`src/rtl/rx_pkg.sv`:
```
// -----------------------------------------------------------------------------
// rx_pkg
//   Shared types and constants for the USB receive path.
//
//   rx_timer_state_t : bit-timer FSM states (IDLE, WAIT_EDGE, RUN)
//   rx_timer_dbg_t   : debug view of the bit timer (FSM state + bit-window wrap)
//   USB_*            : default timing constants for full-speed receive
// -----------------------------------------------------------------------------
package rx_pkg;

  typedef enum logic [1:0] {
    IDLE      = 2'd0,  // not receiving; counters parked at zero
    WAIT_EDGE = 2'd1,  // receiving, waiting for the first bit boundary
    RUN       = 2'd2   // locked to bit boundaries, strobing each bit
  } rx_timer_state_t;

  // Debug view so checkers can observe the timer without reaching into it.
  typedef struct packed {
    rx_timer_state_t state;     // current FSM state
    logic            clk_wrap;  // clk_cnt sits at the last cycle of a bit window
  } rx_timer_dbg_t;

  localparam int USB_CLKS_PER_BIT  = 8;
  localparam int USB_SAMPLE_POINT  = 3;
  localparam int USB_BITS_PER_BYTE = 8;

endpackage : rx_pkg

```
`src/rtl/sync_flex_counter.sv`:
```
// -----------------------------------------------------------------------------
// sync_flex_counter
//   Up-counter that wraps to zero after reaching a programmable rollover
//   value, with synchronous clear and parallel load.
//
//   Priority (highest first): rst, clear, load, count_enable.
//
//   Ports:
//     clk           : clock, rising edge
//     rst           : synchronous active-high reset, count -> 0
//     clear         : synchronous clear, count -> 0
//     count_enable  : advance the count by one (wrapping after rollover_val)
//     load          : load load_val into the count
//     load_val      : value taken on load
//     rollover_val  : last value before the count wraps to zero
//     count         : current count
//     rollover_flag : count currently equals rollover_val
// -----------------------------------------------------------------------------
module sync_flex_counter #(
  parameter int WIDTH = 4
) (
  input  logic             clk,
  input  logic             rst,
  input  logic             clear,
  input  logic             count_enable,
  input  logic             load,
  input  logic [WIDTH-1:0] load_val,
  input  logic [WIDTH-1:0] rollover_val,
  output logic [WIDTH-1:0] count,
  output logic             rollover_flag
);

  always_ff @(posedge clk) begin
    if (rst) begin
      count <= '0;
    end else if (clear) begin
      count <= '0;
    end else if (load) begin
      count <= load_val;
    end else if (count_enable) begin
      // Wrap explicitly at rollover_val so non-power-of-two periods work.
      if (count == rollover_val) begin
        count <= '0;
      end else begin
        count <= count + WIDTH'(1);
      end
    end
  end

  // Flag is a decode of the current count: it says "the next enabled
  // increment will wrap", which lets users act in the same cycle.
  assign rollover_flag = (count == rollover_val);

endmodule : sync_flex_counter

```
`src/rtl/rx_bit_timer.sv`:
```
// -----------------------------------------------------------------------------
// rx_bit_timer
//   USB receive bit-timing stage. Locks onto bit boundaries reported by the
//   edge detector, emits one sample strobe per bit at a fixed point in the bit
//   window, and counts data bits so a pulse marks every completed byte.
//
//   Ports:
//     clk           : system clock, rising edge
//     rst           : synchronous active-high reset; overrides all inputs
//     d_edge        : one-cycle pulse marking a line transition (bit boundary)
//     rcving        : high while the RX controller is receiving a packet
//     skip_bit      : qualifies shift_enable; current bit is a stuffed bit and
//                     is not counted toward the byte
//     shift_enable  : one-cycle strobe at the bit sample point
//     byte_received : one-cycle pulse the cycle after the last counted bit
//     bit_cnt       : counted bits in the current byte, 0..BITS_PER_BYTE-1
//     dbg           : FSM state and bit-window wrap, for observation only
//
//   Handshake: there is no back-pressure. shift_enable is a single-cycle
//   strobe that downstream logic must consume in the cycle it is asserted;
//   skip_bit is only meaningful in a cycle where shift_enable is high.
//
//   Timing: the cycle carrying d_edge is cycle 0 of the bit, so the first
//   strobe after an edge in cycle N appears in cycle N+SAMPLE_POINT, then
//   every CLKS_PER_BIT cycles until the next edge re-aligns the window.
// -----------------------------------------------------------------------------
module rx_bit_timer
  import rx_pkg::*;
#(
  parameter  int CLKS_PER_BIT  = USB_CLKS_PER_BIT,
  parameter  int SAMPLE_POINT  = USB_SAMPLE_POINT,
  parameter  int BITS_PER_BYTE = USB_BITS_PER_BYTE,
  localparam int CW            = $clog2(CLKS_PER_BIT),
  localparam int BW            = $clog2(BITS_PER_BYTE) + 1
) (
  input  logic          clk,
  input  logic          rst,
  input  logic          d_edge,
  input  logic          rcving,
  input  logic          skip_bit,
  output logic          shift_enable,
  output logic          byte_received,
  output logic [BW-1:0] bit_cnt,
  output rx_timer_dbg_t dbg
);

  localparam logic [CW-1:0] CLK_LAST   = CW'(CLKS_PER_BIT - 1);
  localparam logic [CW-1:0] CLK_SAMPLE = CW'(SAMPLE_POINT);
  localparam logic [CW-1:0] CLK_RESYNC = CW'(1);
  localparam logic [BW-1:0] BIT_LAST   = BW'(BITS_PER_BYTE - 1);

  rx_timer_state_t state;

  logic [CW-1:0] clk_cnt;
  logic          clk_wrap;
  logic          clk_clear;
  logic          clk_load;
  logic          clk_enable;

  logic          bit_clear;
  logic          bit_enable;
  logic          bit_wrap;

  // ---------------------------------------------------------------------------
  // FSM
  // ---------------------------------------------------------------------------
  always_ff @(posedge clk) begin
    if (rst) begin
      state <= IDLE;
    end else begin
      case (state)
        IDLE: begin
          // d_edge is deliberately ignored here: a boundary is only trusted
          // once the controller has declared that a packet is in progress.
          if (rcving) state <= WAIT_EDGE;
        end
        WAIT_EDGE: begin
          if (!rcving)     state <= IDLE;
          else if (d_edge) state <= RUN;
        end
        RUN: begin
          if (!rcving) state <= IDLE;
        end
        default: state <= IDLE;
      endcase
    end
  end

  // ---------------------------------------------------------------------------
  // Sample strobe: pure decode of registered state, so no extra latency. The
  // rcving term suppresses the strobe in the cycle the packet is abandoned.
  // A d_edge arriving exactly at the sample point does not hide the strobe;
  // it only re-aligns the window from the next cycle.
  // ---------------------------------------------------------------------------
  assign shift_enable = (state == RUN) && rcving && (clk_cnt == CLK_SAMPLE);

  // ---------------------------------------------------------------------------
  // Bit-window counter. Held at zero outside RUN unless the edge that starts
  // RUN is present; on any accepted edge it is loaded with 1 because the edge
  // cycle itself is cycle 0. Load beats increment and wrap.
  // ---------------------------------------------------------------------------
  assign clk_clear  = !rcving
                   || (state == IDLE)
                   || ((state == WAIT_EDGE) && !d_edge);
  assign clk_load   = d_edge;
  assign clk_enable = (state == RUN);

  sync_flex_counter #(
    .WIDTH (CW)
  ) u_clk_counter (
    .clk           (clk),
    .rst           (rst),
    .clear         (clk_clear),
    .count_enable  (clk_enable),
    .load          (clk_load),
    .load_val      (CLK_RESYNC),
    .rollover_val  (CLK_LAST),
    .count         (clk_cnt),
    .rollover_flag (clk_wrap)
  );

  // ---------------------------------------------------------------------------
  // Bit counter. Stuffed bits are strobed but not counted. Dropping rcving
  // discards a partial byte.
  // ---------------------------------------------------------------------------
  assign bit_clear  = !rcving || (state == IDLE);
  assign bit_enable = shift_enable && !skip_bit;

  sync_flex_counter #(
    .WIDTH (BW)
  ) u_bit_counter (
    .clk           (clk),
    .rst           (rst),
    .clear         (bit_clear),
    .count_enable  (bit_enable),
    .load          (1'b0),
    .load_val      ('0),
    .rollover_val  (BIT_LAST),
    .count         (bit_cnt),
    .rollover_flag (bit_wrap)
  );

  // ---------------------------------------------------------------------------
  // Byte pulse. Registered from the counted strobe that wraps bit_cnt. Since
  // bit_enable already requires rcving, a packet abort only prevents a pulse
  // that has not yet been registered; one already high still completes.
  // ---------------------------------------------------------------------------
  always_ff @(posedge clk) begin
    if (rst) begin
      byte_received <= 1'b0;
    end else begin
      byte_received <= bit_enable && bit_wrap;
    end
  end

  assign dbg.state    = state;
  assign dbg.clk_wrap = clk_wrap;

endmodule : rx_bit_timer
```
`config.mk`:
```
export PLATFORM = sky130hd
export DESIGN_NAME = rx_bit_timer
export DESIGN_NICKNAME = d
export VERILOG_FILES = /design/src/rtl/rx_pkg.sv /design/src/rtl/sync_flex_counter.sv /design/src/rtl/rx_bit_timer.sv
export SDC_FILE = /design/constraint.sdc
export NUM_CORES = 1
export LEC_CHECK = 0
export ABC_AREA = 1
export CORE_MARGIN = 2
export CORE_UTILIZATION = 35
export DETAILED_ROUTE_END_ITERATION = 8
export PLACE_DENSITY = 0.71
export RECOVER_POWER = 25
export REMOVE_ABC_BUFFERS = 1
export SYNTH_ARGS = -nofsm -noshare
export SYNTH_HDL_FRONTEND = slang
export SYNTH_SLANG_ARGS = --single-unit
```
`constraint.sdc`:
```
create_clock -name clk -period 2.9 [get_ports clk]
set_input_delay 0.29 -clock clk [delete_from_list [all_inputs] [get_ports clk]]
set_output_delay 0.29 -clock clk [all_outputs]
set_load 0.03 [all_outputs]
```
==> run metrics <==
multi-input logic area=299.0 µm²; maxcap violations=0; P_int=roughly 0.00022 W; CP startpoint kind=register; Yosys cell types=21; placed cell area=about 700 µm²; Area Overhead vs Synth=31.53%; Reg clk slew, reported paths=~0.06 ns; register area share after synthesis=between 30% and 40%; fin area=730.7 µm²; Leak Pwr=approximately 0.31 nW; r2r worst-path depth=7; most frequent cells after synthesis=nand2_1 (16), inv_1 (11), dfxtp_1 (10); GRT Total Usage=12.27%; # rows=14; Placer Congestion=approximately 0.76; full die area=0.001922 mm²; clk buf depth=2; Ports=14; Logic pwr share=7.0%; CP max FO=6; CTS tree=built; final WL=between 900 and 1000 µm; post-CTS sizing=0; initial core utilization=between 30% and 40%; Final nets=99; Final HPWL DP=between 800 and 900 µm; max-slew violations=0; CTS Sinks=10; Synth async-reset ratio=0%; number of post-CTS setup repair buffers=0; TNS Setup=0 ns; r2r endpoint=u_bit_counter.count[1]; status=finished, final reports clean; crit path from=u_clk_counter.count[0]; Synth Register Bits=10; Critical Path End Type=output port; # fillers=~140; syn_area_per_cell=about 7.6 µm²; largest net degree at the start of global routing=8; first-pass GRT wire length=~1700 µm; clock buffer count from CTS=3; via count=496; CP required=approximately 2.6 ns; total gr overflow=0; Max Clock Freq=roughly 0.46 GHz; RSZ-0062 raised after global routing=no; final hold viol count=0; Gate Count Post-Synth=73; DR DRC count=0; critical path type=register to output port; power share of the sequential group=roughly 49%; VDD IR max=approximately 0.23 mV; Antenna Nets Post-Route=0; CTS root buf=clkbuf_4; initial DRC count=8; vias in the first global route=about 430; net switching power=0.00006204 W; Final min period=2.193 ns; clk_lat worst skew=0.27 ns; Post-synth EDFFs=0; area of the mapped netlist=555.5 µm²; # setup viols final=0; core area=about 0.0015 mm²; top_reg_cell synth=dfxtp_1; max_slew headroom=a little over two thirds; clock power share=a little over two fifths; worst slew pin tran=between 0.4 and 0.5 ns; CP endpoint=shift_enable; initial antenna violation count=0; share of cells above drive strength 1=between 10% and 20%; type of the most critical hold path=register to register; PD cells=around 390 mW/mm²; Hold-fix buffers, CTS=0; die outline height=roughly 44 µm; die width=~44 µm; Synthesis Warnings=0; top-count cell post-synth=nand2_1; reg-to-reg startpoint=u_clk_counter.count[0]; Yosys top cell by area=dfxtp_1; vias per inst=about 4.7; drt wl/cell=9.324 µm; post-synth top area share=~36%; Area contributors post-synth=dfxtp_1 (36%), nand2_1 (11%), ha_1 (9.0%); register area=about 200 µm²; n_diodes=0; fin crit share=75.64%; port bufs=13; CP arrival=approximately 1.9 ns; H-Tree Depth=1; clk_skew=approximately 0.0028 ns; drt pass-1 iters=3; switching share of total power=a little over a fifth; flop2flop setup slack=~1.6 ns
## how the worst min path moves through the flow
stage,endpoint,startpoint,slack [ns],cells after the start
floorplan,state[0],d_edge,0.39,1
global placement,u_clk_counter.count[2],u_clk_counter.count[2],0.48,2
detailed placement,state[0],state[0],0.49,1
CTS,u_clk_counter.count[2],u_clk_counter.count[2],0.50,2
global route,u_clk_counter.count[2],u_clk_counter.count[2],0.51,2
finish,u_bit_counter.count[2],u_bit_counter.count[2],0.50,2
## cell type report
cell class | count | share of cell area (%)
Tap cell | 16 | 2.740
Sequential cell | 10 | 27.40
Timing Repair Buffer | 13 | 17.81
Clock buffer | 4 | 4.966
Multi-Input combinational cell | 50 | 40.92
Inverter | 12 | 6.164
## metrics by stage
| stage | total power, W | setup WS [ns] | instances | hold WS (ns) | utilization, % |
|---|---|---|---|---|---|
| final | 0.0002860 | 0.7066 | 105 | 0.4956 | 49.08 |
| after global routing | 0.0002999 | 0.5846 | 105 | 0.5135 | 49.08 |
| after CTS | 0.0002905 | 0.6872 | 105 | 0.4990 | 49.33 |
| after detailed placement | 0.0001642 | 0.8091 | 101 | 0.4897 | 46.89 |
| after global placement | 0.0001641 | 0.8145 | 101 | 0.4754 | 46.89 |
| after floorplan | 0.0001542 | 1.525 | 72 | 0.3893 | - |
## power by group through the flow
stage          Combinational [W]  Sequential (W)  Clock (W)
3_3_place_gp           0.0000208        0.000143          0
2_1_floorplan         0.00000886        0.000145          0
5_1_grt                0.0000218        0.000140   0.000138
4_1_cts                0.0000210        0.000140   0.000129
3_5_place_dp           0.0000209        0.000143          0
6_report               0.0000200        0.000140   0.000126
## layout by cell type (no fill, tap or decap), drive strengths merged
master         count
clkbuf             4
dfxtp             10
ha                 4
a21oi              7
nand3              6
nor3               1
dlygate4sd3        1
or2                1
a211oi             1
nand4              1
o21ai              3
nor2               8
inv               12
clkdlybuf4s50     12
nand2             18
## flip-flops by register name, indices dropped and copies added, names as in the netlist
name and flops:
u_bit_counter.count 4, u_clk_counter.count 3, byte_received 1, state 2
## kinds of logic (layout without fill, tap and decap cells)
group           after synthesis  count (layout)  share of synthesized area [%]
simple gates                 35              35                          34.46
compound gates               11              11                          11.04
fa+ha+maj                     4               4                          9.009
buf+inv                      13              29                          9.459
flops                        10              10                          36.04
## per-layer routing
| layer | routed length, µm | GRT usage (%) | part of all wire [%] | vias to the layer above |
|---|---|---|---|---|
| met1 | 459 | 14.72 | 47 | 215 |
| met4 | 21 | 7.273 | 2.1 | 0 |
| met5 | 0 | 0 | 0 | - |
| met3 | 63 | 4.167 | 6.4 | 2 |
| li1 | - | - | - | 264 |
| met2 | 434 | 18.82 | 44 | 15 |
## critical path, stage by stage (launching register included)
cell and delay (ns):
dfxtp_1 0.35, ha_1 0.18, ha_1 0.14, nand2_1 0.12, nor2_8 0.17, clkdlybuf4s50_1 0.68
Power figures use the tool's default switching activity.
